## config.mk

```make
export PLATFORM = sky130hd
export DESIGN_NAME = hazard_unit
export DESIGN_NICKNAME = d
export VERILOG_FILES = /design/src/rtl/hazard_unit.sv
export SDC_FILE = /design/constraint.sdc
export NUM_CORES = 1
export LEC_CHECK = 0
export ABC_AREA = 1
export BUFFER_PORTS_ARGS = -buffer_cell sky130_fd_sc_hd__buf_2
export CORE_MARGIN = 2
export CORE_UTILIZATION = 39
export CTS_BUF_LIST = sky130_fd_sc_hd__clkbuf_16
export DETAILED_ROUTE_END_ITERATION = 8
export PLACE_DENSITY_LB_ADDON = 0.1
export SETUP_SLACK_MARGIN = 0.02
export SLEW_MARGIN = 10
export SYNTH_ARGS = -nofsm -noshare
export SYNTH_HDL_FRONTEND = slang
export SYNTH_SLANG_ARGS = --single-unit
```

## constraint.sdc

```tcl
create_clock -name clk -period 1.7 [get_ports clk]
set_clock_uncertainty 0.15 [all_clocks]
set_input_delay 0.17 -clock clk [delete_from_list [all_inputs] [get_ports clk]]
set_output_delay 0.17 -clock clk [all_outputs]
set_load 0.1 [all_outputs]
```

## src/rtl/hazard_unit.sv

```systemverilog
// Pipeline hazard controller: load-use stall FSM, redirect flushes, execute-stage forwarding.
// Optional saturating hazard event counters are enabled by defining HAZARD_PERF_CNT_EN.
module hazard_unit #(
  parameter int unsigned CNT_W = 16
) (
  input  logic             clk,
  input  logic             rst,
  input  logic [4:0]       rs1_d,
  input  logic [4:0]       rs2_d,
  input  logic [4:0]       rs1_e,
  input  logic [4:0]       rs2_e,
  input  logic [4:0]       rd_e,
  input  logic [4:0]       rd_m,
  input  logic [4:0]       rd_w,
  input  logic [1:0]       result_src_e,
  input  logic             reg_write_m,
  input  logic             reg_write_w,
  input  logic             pc_src_e,
  output logic             stall_f,
  output logic             stall_d,
  output logic             flush_d,
  output logic             flush_e,
  output logic [1:0]       forward_a_e,
  output logic [1:0]       forward_b_e,
  output logic [CNT_W-1:0] stall_cnt,
  output logic [CNT_W-1:0] flush_cnt
);

  typedef enum logic [0:0] {StRun, StLuStall} state_e;

  state_e state_q, state_d;
  logic   lu;

  function automatic logic [1:0] fwd_sel(input logic [4:0] rs, input logic [4:0] rdm,
                                         input logic wm, input logic [4:0] rdw,
                                         input logic ww);
    if (rs != 5'd0 && rs == rdm && wm) begin
      return 2'b10;
    end else if (rs != 5'd0 && rs == rdw && ww) begin
      return 2'b01;
    end
    return 2'b00;
  endfunction

  assign forward_a_e = fwd_sel(rs1_e, rd_m, reg_write_m, rd_w, reg_write_w);
  assign forward_b_e = fwd_sel(rs2_e, rd_m, reg_write_m, rd_w, reg_write_w);

  assign lu = (result_src_e == 2'b01) && (rd_e != 5'd0) && ((rd_e == rs1_d) || (rd_e == rs2_d));

  always_ff @(posedge clk or posedge rst) begin
    if (rst) begin
      state_q <= StRun;
    end else begin
      state_q <= state_d;
    end
  end

  // A redirect squashes the load-use victim anyway, so it always beats the stall.
  always_comb begin
    state_d = StRun;
    stall_f = 1'b0;
    stall_d = 1'b0;
    flush_d = 1'b0;
    flush_e = 1'b0;
    if (pc_src_e) begin
      flush_d = 1'b1;
      flush_e = 1'b1;
    end else if (state_q == StRun && lu) begin
      stall_f = 1'b1;
      stall_d = 1'b1;
      flush_e = 1'b1;
      state_d = StLuStall;
    end
  end

`ifdef HAZARD_PERF_CNT_EN
  logic [CNT_W-1:0] stall_cnt_q, flush_cnt_q;

  always_ff @(posedge clk or posedge rst) begin
    if (rst) begin
      stall_cnt_q <= '0;
      flush_cnt_q <= '0;
    end else begin
      if (stall_d && stall_cnt_q != '1) begin
        stall_cnt_q <= stall_cnt_q + CNT_W'(1);
      end
      if (pc_src_e && flush_cnt_q != '1) begin
        flush_cnt_q <= flush_cnt_q + CNT_W'(1);
      end
    end
  end

  assign stall_cnt = stall_cnt_q;
  assign flush_cnt = flush_cnt_q;
`else
  assign stall_cnt = '0;
  assign flush_cnt = '0;
`endif

endmodule
```

==> results of run 1 <==
## per-layer routing
| metal | global-route usage (%) | up-vias | share of wire, % |
|---|---|---|---|
| li1 | - | 499 | - |
| met1 | 15.3 | 406 | 37 |
| met2 | 30.3 | 44 | 54 |
| met3 | 1.19 | 0 | 9.2 |
| met4 | 0 | 0 | 0 |
| met5 | 0 | - | 0 |
## layout make-up
cell class	count	area, µm²
Fill cell	201	870
Multi-Input combinational cell	126	612
Tap cell	27	33.8
Sequential cell	1	25.0
Inverter	27	101
Timing Repair Buffer	50	360
## cell usage in the layout, fill, tap and decap left out
cell type | netlist | layout
o21a_1 | 2 | 2
dfrtp_1 | 1 | 1
buf_12 | 0 | 7
nor2_1 | 22 | 18
inv_1 | 25 | 25
nor2_4 | 0 | 5
o22ai_1 | 1 | 1
nand2_2 | 2 | 2
inv_2 | 2 | 2
nand3_1 | 6 | 6
conb_1 | 1 | 32
xnor2_1 | 6 | 6
nand4_1 | 5 | 5
nor3_1 | 2 | 2
nand2_1 | 37 | 37
nor3b_1 | 1 | 1
dlygate4sd3_1 | 0 | 1
xor2_1 | 5 | 5
o21ai_0 | 4 | 4
buf_2 | 0 | 42
## synth_stat cells, drive strengths merged
| cell | instances | share of area [%] |
|---|---|---|
| nor3b | 1 | 0.89 |
| inv | 27 | 12 |
| nand2 | 39 | 18 |
| o22ai | 1 | 0.74 |
| nor3 | 2 | 1.2 |
| nand3 | 6 | 3.6 |
| xor2 | 5 | 5.2 |
| nand4 | 5 | 3.7 |
| conb | 1 | 0.45 |
| dfrtp | 1 | 3.0 |
| nor2 | 23 | 11 |
| xnor2 | 6 | 6.2 |
| buf | 34 | 30 |
| o21a | 2 | 1.8 |
| o21ai | 4 | 2.4 |
## power groups by stage
stage                     clock network, W  registers (W)  logic (W)
after floorplan                          0      0.0000245   0.000496
after global placement                   0      0.0000245   0.000533
after detailed placement                 0      0.0000245   0.000537
after CTS                                0      0.0000245   0.000539
after global routing                     0      0.0000246   0.000569
final                                    0      0.0000245   0.000539
## metrics by stage
stage               setup WS (ps)  hold slack [ps]  std cells  utilization (%)  total power, W
finish                        222              244        231             56.6        0.000564
global route                  128              273        231             56.6        0.000594
CTS                           221              246        231             56.6        0.000564
detailed placement            227             -142        230             56.1        0.000561
global placement              245             -146        230             56.1        0.000558
floorplan                   -24.3             -251        188                -        0.000520
## critical path, stage by stage
cell,delay [ps]
buf_2,120
inv_2,40
nand2_1,50
nand2_1,50
nor2_1,110
nand3_1,80
nand2_1,90
nand2_2,80
nor2_4,180
buf_12,190
## kinds of logic (layout without fill, tap and decap cells)
| kind of cell | after synthesis | after routing | share of synthesized area (%) |
|---|---|---|---|
| other cells | 1 | 32 | 0.445 |
| flops | 1 | 1 | 2.97 |
| simple gates | 76 | 76 | 37.9 |
| xor+xnor | 11 | 11 | 11.4 |
| buf+inv | 61 | 77 | 42.3 |
| compound gates | 7 | 7 | 4.90 |
## how the worst min path moves through the flow
stage	startpoint	endpoint	depth (start not counted)
2_1_floorplan	rst	state_q$_DFF_PP0_	1
3_3_place_gp	rst	state_q$_DFF_PP0_	2
3_5_place_dp	rst	state_q$_DFF_PP0_	2
4_1_cts	pc_src_e	state_q$_DFF_PP0_	2
5_1_grt	pc_src_e	state_q$_DFF_PP0_	2
6_report	pc_src_e	state_q$_DFF_PP0_	2
==> metrics, run 1 <==
status finished clean; post-CTS sizing 0; vias in the first global route 788; critical path class primary input to output port; max FFs per register 1; Peak Freq 0.677 GHz; Post-CTS Setup Bufs 0; Reg with most FFs state_q; Leak 0.704 nW; Ys Warns 0; crit path max fanout 4; largest net degree at the start of global routing 6; gr ovfl total 0; switching power total 0.000442 W; first-pass GRT wire length 2990 µm; CP Capture Point stall_d; initial antenna violation count 0; reg2reg path depth 5; RSZ-0062 raised after global routing no; Internal 0.000122 W; DRC Markers 0; core area 2000 µm²; part of the Yosys area used for sequential elements 2.97%; Initial Util 42.1%; Slew Viols, Final 0; Finished Cell Area 1130 µm²; Die X 50.5 µm; FF-to-FF setup slack 650 ps; row count 16; Seq pwr share 4.3%; Setup crit end kind output port; average wire per standard cell 8.10 µm; Switching Fraction 78.4%; gpl congestion 0.750; clock power share 0%; final worst-path cycle share 86.9%; Post-CTS Hold Fix Bufs 1; post-layout min period 1480 ps; #FFs+latches synth 1; buffers added on ports 49; Comb pwr share 95.7%; Pwr Density 498 nW/µm²; hpwl dp 1760 µm; DRT Wirelength 1870 µm; CP Launch Point rd_e[1]; Setup Total Neg Slack 0 ps; class of the most critical hold timing path primary input to flip-flop; cells after synthesis 157; final hold vios 0; Synth cell types 18; layout cells sized above 1 28.4%; NumNets Final 248; vias 949; clk slew on worst S/H paths 0 ps; GRT Util Overall 14.1%; antenna viol nets, final 0; via/cell ratio 4.11; top flop regs state_q: 1 flops; drt first pass iters 4; max-cap viol count 0; Worst Setup Start Kind primary input; Max IR drop VDD 0.000417 V; placement-stage cell area 1120 µm²; mapped cell area 842 µm²; 1st-iter DRT viols 12; RR Startpoint state_q$_DFF_PP0_; DIE AREA 2550 µm²; Die Ht 50.5 µm; WP data arrival 1160 ps; Antenna Cells 0; Clock Latency Late Sink 0 ps; CP required 1380 ps; syn avg cell area 5.36 µm²; area grow syn2layout 34.5%; IO Count 82; final setup fails 0; worst r2r dst state_q$_DFF_PP0_
Power figures use the tool's default switching activity.
==> run 2, diff against run 1 <==
--- a/config.mk
+++ b/config.mk
@@ -13,2 +13,3 @@
 export DETAILED_ROUTE_END_ITERATION = 8
+export GPL_TIMING_DRIVEN = 0
 export PLACE_DENSITY_LB_ADDON = 0.1
==> constraint.sdc (replaced) <==
create_clock -name clk -period 1.7 [get_ports clk]
set_clock_uncertainty 0.15 [all_clocks]
set_input_delay 0.34 -clock clk [delete_from_list [all_inputs] [get_ports clk]]
set_output_delay 0.34 -clock clk [all_outputs]
set_load 0.1 [all_outputs]
==> metrics, run 2 (synthesized netlist as in run 1, its figures left out) <==
status finished with violations (was finished clean); failing checks setup timing; crit path max fanout 3 (was 4); GRT Util Overall 16.4% (was 14.1%); vias 1101 (was 949); WP data arrival 1340 ps (was 1160 ps); critical path class primary input to output port (unchanged); max-cap viol count 0 (unchanged); Slew Viols, Final 0 (unchanged); core area 2000 µm² (unchanged); Die X 50.5 µm (unchanged); max FFs per register 1 (unchanged); row count 16 (unchanged); RSZ-0062 raised after global routing yes (was no); drt first pass iters 5 (was 4); area grow syn2layout 92.6% (was 34.5%); hpwl dp 1800 µm (was 1760 µm); Initial Util 42.1% (unchanged); gr ovfl total 0 (unchanged); first-pass GRT wire length 3410 µm (was 2990 µm); average wire per standard cell 9.34 µm (was 8.10 µm); final hold vios 0 (unchanged); CP required 1210 ps (was 1380 ps); Reg with most FFs state_q (unchanged); Leak 0.967 nW (was 0.704 nW); vias in the first global route 886 (was 788); DRC Markers 0 (unchanged); Max IR drop VDD 0.000383 V (was 0.000417 V); antenna viol nets, final 0 (unchanged); clk slew on worst S/H paths 0 ps (about the same); IO Count 82 (unchanged); gpl congestion 0.775 (was 0.750); Die Ht 50.5 µm (unchanged); Worst Setup Start Kind primary input (unchanged); most common cell after layout, fill and taps aside buf_4 (was buf_2); final worst-path cycle share 108% (was 86.9%); Pwr Density 426 nW/µm² (was 498 nW/µm²); Final Worst Setup Slack -129 ps (was 222 ps); final core utilization 81.0% (was 56.6%); Power Total 0.000691 W (was 0.000564 W); final setup fails 4 (was 0); 1st-iter DRT viols 18 (was 12); buffers added on ports 49 (unchanged); layout cells sized above 1 48.5% (was 28.4%); class of the most critical hold timing path primary input to async pin (was primary input to flip-flop); Post-CTS Hold Fix Bufs 0 (was 1); Antenna Cells 0 (unchanged); NumNets Final 283 (was 248); DRT Wirelength 2490 µm (was 1870 µm); via/cell ratio 4.14 (was 4.11); Peak Freq 0.547 GHz (was 0.677 GHz); most frequent cells in the layout 36 x buf_4, 32 x nand2_1, 32 x conb_1, 24 x buf_2, 17 x inv_1 (was 42 x buf_2, 37 x nand2_1, 32 x conb_1, 25 x inv_1, 18 x nor2_1); Setup crit end kind output port (unchanged); top flop regs state_q: 1 flops (unchanged); largest net degree at the start of global routing 6 (unchanged); DIE AREA 2550 µm² (unchanged); hold slack final 32.5 ps (was 244 ps); Clock Latency Late Sink 0 ps (about the same); initial antenna violation count 0 (unchanged); # fillers 151 (was 201); post-layout min period 1830 ps (was 1480 ps)
==> run 2: cell types whose count changed in the layout (fill, tap and decap cells not counted), moves of 4 or more <==
cell	delta
nand2_1	-5
inv_4	+5
buf_4	+36
buf_6	+13
inv_1	-8
buf_2	-18
buf_8	+4
==> run 2: final cells by class <==
| type | count | area [µm²] | share of cell area, % |
|---|---|---|---|
| Multi-Input combinational cell | 126 | 684 | 42.2 |
| Timing Repair Buffer | 51 | 489 | 30.2 |
| Buffer | 34 | 268 | 16.5 |
| Inverter | 27 | 121 | 7.48 |
| Tap cell | 27 | 33.8 | 2.08 |
| Sequential cell | 1 | 25.0 | 1.54 |
==> run 2: critical path: stages <==
cell	delay [ps]
buf_6	100
nor2_2	100
nor2_1	50
nor2_1	90
nand3_1	80
nand2_2	80
nand2_4	60
nor2_4	150
buf_12	110
buf_12	160
==> run 2: final timing paths <==
| kind | from | to | slack [ps] | depth (start not counted) |
|---|---|---|---|---|
| worst max-delay path | rs1_d[0] | stall_f | -130 | 10 |
| worst min-delay path | rst | state_q$_DFF_PP0_ | 30 | 2 |
| worst max register to register | state_q$_DFF_PP0_ | state_q$_DFF_PP0_ | 650 | 5 |
| worst min register to register | state_q$_DFF_PP0_ | state_q$_DFF_PP0_ | 500 | 5 |
| max in group asynchronous | rst | state_q$_DFF_PP0_ | 1280 | 2 |
| min in group clk | pc_src_e | state_q$_DFF_PP0_ | 420 | 2 |
==> run 2: what timing repair did <==
item | 4_1_cts | 5_1_grt
pin swaps | 13 | 28
resized for setup | 39 | 48
setup endpoints to repair | 7 | 7
buffers inserted | 0 | 2
==> run 2: per-layer routing <==
metal	vias to the layer above	track usage [%]	routed length, µm
met4	0	1.35	14
met3	2	1.79	215
li1	574	-	-
met2	55	34.2	1420
met5	-	0	0
met1	470	17.8	839
==> run 2: where the power goes <==
| part | internal, W | switching (W) | total, W | leakage, nW |
|---|---|---|---|---|
| Sequential | 0.0000245 | 0.0000000660 | 0.0000245 | 0.0139 |
| Combinational | 0.000193 | 0.000473 | 0.000666 | 0.953 |
| Clock | 0 | 0 | 0 | 0 |
| Total | 0.000218 | 0.000473 | 0.000691 | 0.967 |
==> run 2: through the flow <==
step                      area (µm²)  std cells  setup TNS (ps)  worst slack (ps)
after global routing            1620        266            -773              -231
after floorplan                 1020        188           -1080              -324
final                           1620        266            -385              -129
after detailed placement        1300        264           -1810              -424
after CTS                       1440        264            -171             -93.8
after global placement          1300        264           -1760              -420
==> run 3, diff against run 2 <==
- CORE_MARGIN: 2 -> not set
- REMOVE_ABC_BUFFERS: not set -> 1
==> metrics, run 3 (synthesized netlist as in run 1, its figures left out) <==
status finished with violations (unchanged); failing checks setup timing (unchanged); post-layout min period 1750 ps (was 1830 ps); DIE AREA 2350 µm² (was 2550 µm²); Leak 0.765 nW (was 0.967 nW); switching power total 0.000457 W (was 0.000473 W); met3 WL 148 µm (was 215 µm); vias in the first global route 813 (was 886); most frequent cells in the layout 32 x conb_1, 26 x nand2_1, 21 x buf_2, 17 x inv_1, 16 x buf_6 (was 36 x buf_4, 32 x nand2_1, 32 x conb_1, 24 x buf_2, 17 x inv_1); gr ovfl total 0 (unchanged); final worst-path cycle share 103% (was 108%); Slowest-stage cell, CP buf_8 (was buf_12); cell breakdown of the critical path buf_6 -> nor2_2 -> nand4_1 -> nand4_1 -> nor2_4 -> nor2_2 -> buf_8 (was buf_6 -> nor2_2 -> nor2_1 -> nor2_1 -> nand3_1 -> nand2_2 -> nand2_4 -> nor2_4 -> buf_12 -> buf_12); max FFs per register 1 (unchanged); RSZ-0062 raised after global routing yes (unchanged); layout cells sized above 1 42.4% (was 48.5%); pre-CTS setup slack -281 ps (was -424 ps); 1st-iter DRT viols 8 (was 18); average wire per standard cell 9.12 µm (was 9.34 µm); clock power share 0% (about the same); slowest stage delay, CP 210 ps (was 160 ps); Die X 48.5 µm (was 50.5 µm); core area 2000 µm² (unchanged); DRT Wirelength 2120 µm (was 2490 µm); crit path max fanout 3 (unchanged); row count 16 (unchanged); Initial Util 42.1% (unchanged); NumNets Final 249 (was 283); Setup crit end kind output port (unchanged); gpl congestion 0.811 (was 0.775); Power Total 0.000619 W (was 0.000691 W); buffers added on ports 49 (unchanged); drt first pass iters 4 (was 5); Reg with most FFs state_q (unchanged); IO Count 82 (unchanged); highest metal used met3 (was met4); clk slew on worst S/H paths 0 ps (about the same); GRT Util Overall 15.8% (was 16.4%); Worst Setup Start Kind primary input (unchanged); first-pass GRT wire length 3130 µm (was 3410 µm); critical path class primary input to output port (unchanged); Setup Total Neg Slack -152 ps (was -385 ps); final setup fails 4 (unchanged); most common cell after layout, fill and taps aside conb_1 (was buf_4); WP data arrival 1260 ps (was 1340 ps); hpwl dp 1570 µm (was 1800 µm); max-cap viol count 0 (unchanged); Top Family by Delay on Critical Path simple AND/OR/NAND/NOR gates (unchanged); Die Ht 48.5 µm (was 50.5 µm); Seq pwr share 4.0% (was 3.6%); Post-CTS Hold Fix Bufs 0 (unchanged); Internal 0.000162 W (was 0.000218 W); placement-stage cell area 982 µm² (was 1300 µm²); Pwr Density 461 nW/µm² (was 426 nW/µm²); via/cell ratio 4.22 (was 4.14); Clock Latency Late Sink 0 ps (about the same); Final Worst Setup Slack -53.2 ps (was -129 ps); Switching Fraction 73.9% (was 68.5%); largest net degree at the start of global routing 6 (unchanged); area grow syn2layout 59.3% (was 92.6%); met2 routed WL 1220 µm (was 1420 µm); Antenna Cells 0 (unchanged); Buf/Inv on CP 2 (was 3); class of the most critical hold timing path primary input to async pin (unchanged); initial antenna violation count 0 (unchanged); Comb pwr share 96.0% (was 96.4%); top flop regs state_q: 1 flops (unchanged); Max IR drop VDD 0.000513 V (was 0.000383 V); CP required 1210 ps (about the same); antenna viol nets, final 0 (unchanged); DRC Markers 0 (unchanged); Peak Freq 0.570 GHz (was 0.547 GHz); M1 WL 742 µm (was 839 µm); final hold vios 0 (unchanged); Finished Cell Area 1340 µm² (was 1620 µm²); Slew Viols, Final 0 (unchanged); vias 979 (was 1101)
## run 3: changes by cell type in the layout (fill, tap and decap cells not counted), moves of 3 or more
cell	delta
buf_4	-33
nand2_2	+8
nand2_1	-6
buf_12	-3
buf_2	-3
buf_6	+3
inv_2	+3
## run 3: what timing repair did
item	4_1_cts	5_1_grt
resized for setup	49	53
pin swaps	14	27
buffers inserted	2	0
gates cloned	0	0
endpoints found under the setup margin	7	7
## run 3: cell type report
type	instances	area [µm²]
flip-flops and latches	1	25.0
multi-input cells	126	676
fillers	186	661
well taps	27	33.8
repair buffers	51	498
inverters	27	109
## run 3: path summary, 6_finish.rpt
check	start	cells after the start	end	slack, ps
setup / recovery	rs2_e[4]	7	forward_b_e[0]	-50
hold reg to reg	state_q$_DFF_PP0_	6	state_q$_DFF_PP0_	610
hold / removal	rst	2	state_q$_DFF_PP0_	30
max in group asynchronous	rst	2	state_q$_DFF_PP0_	1280
setup reg to reg	state_q$_DFF_PP0_	6	state_q$_DFF_PP0_	560
min in group clk	pc_src_e	3	state_q$_DFF_PP0_	540
## run 3: through the flow
step                      std cells  hold WS [ps]  util (%)
after floorplan                 154         -81.3         -
after global placement          230          24.3      49.1
after detailed placement        230          28.2      49.1
after CTS                       232          28.2      57.6
after global routing            232          39.3      67.0
final                           232          25.3      67.0
## run 3: routing by layer
metal  track usage, %  up-vias
li1                 -      503
met1             17.9      422
met2             33.1       54
met3             1.57        0
met4                0        0
met5                0        -
## run 3: worst reg2reg max path, delay by kind of cell (launching register included)
| family | cells | cell delay [ps] |
|---|---|---|
| flip-flops | 1 | 340 |
| AND/OR/NAND/NOR | 4 | 390 |
| buffers and inverters | 2 | 190 |
## run 3: power groups by stage
stage               Combinational, W  Sequential (W)  Clock, W
global route                0.000624       0.0000246         0
detailed placement          0.000514       0.0000246         0
CTS                         0.000548       0.0000246         0
finish                      0.000594       0.0000246         0
global placement            0.000511       0.0000245         0
floorplan                   0.000420       0.0000245         0
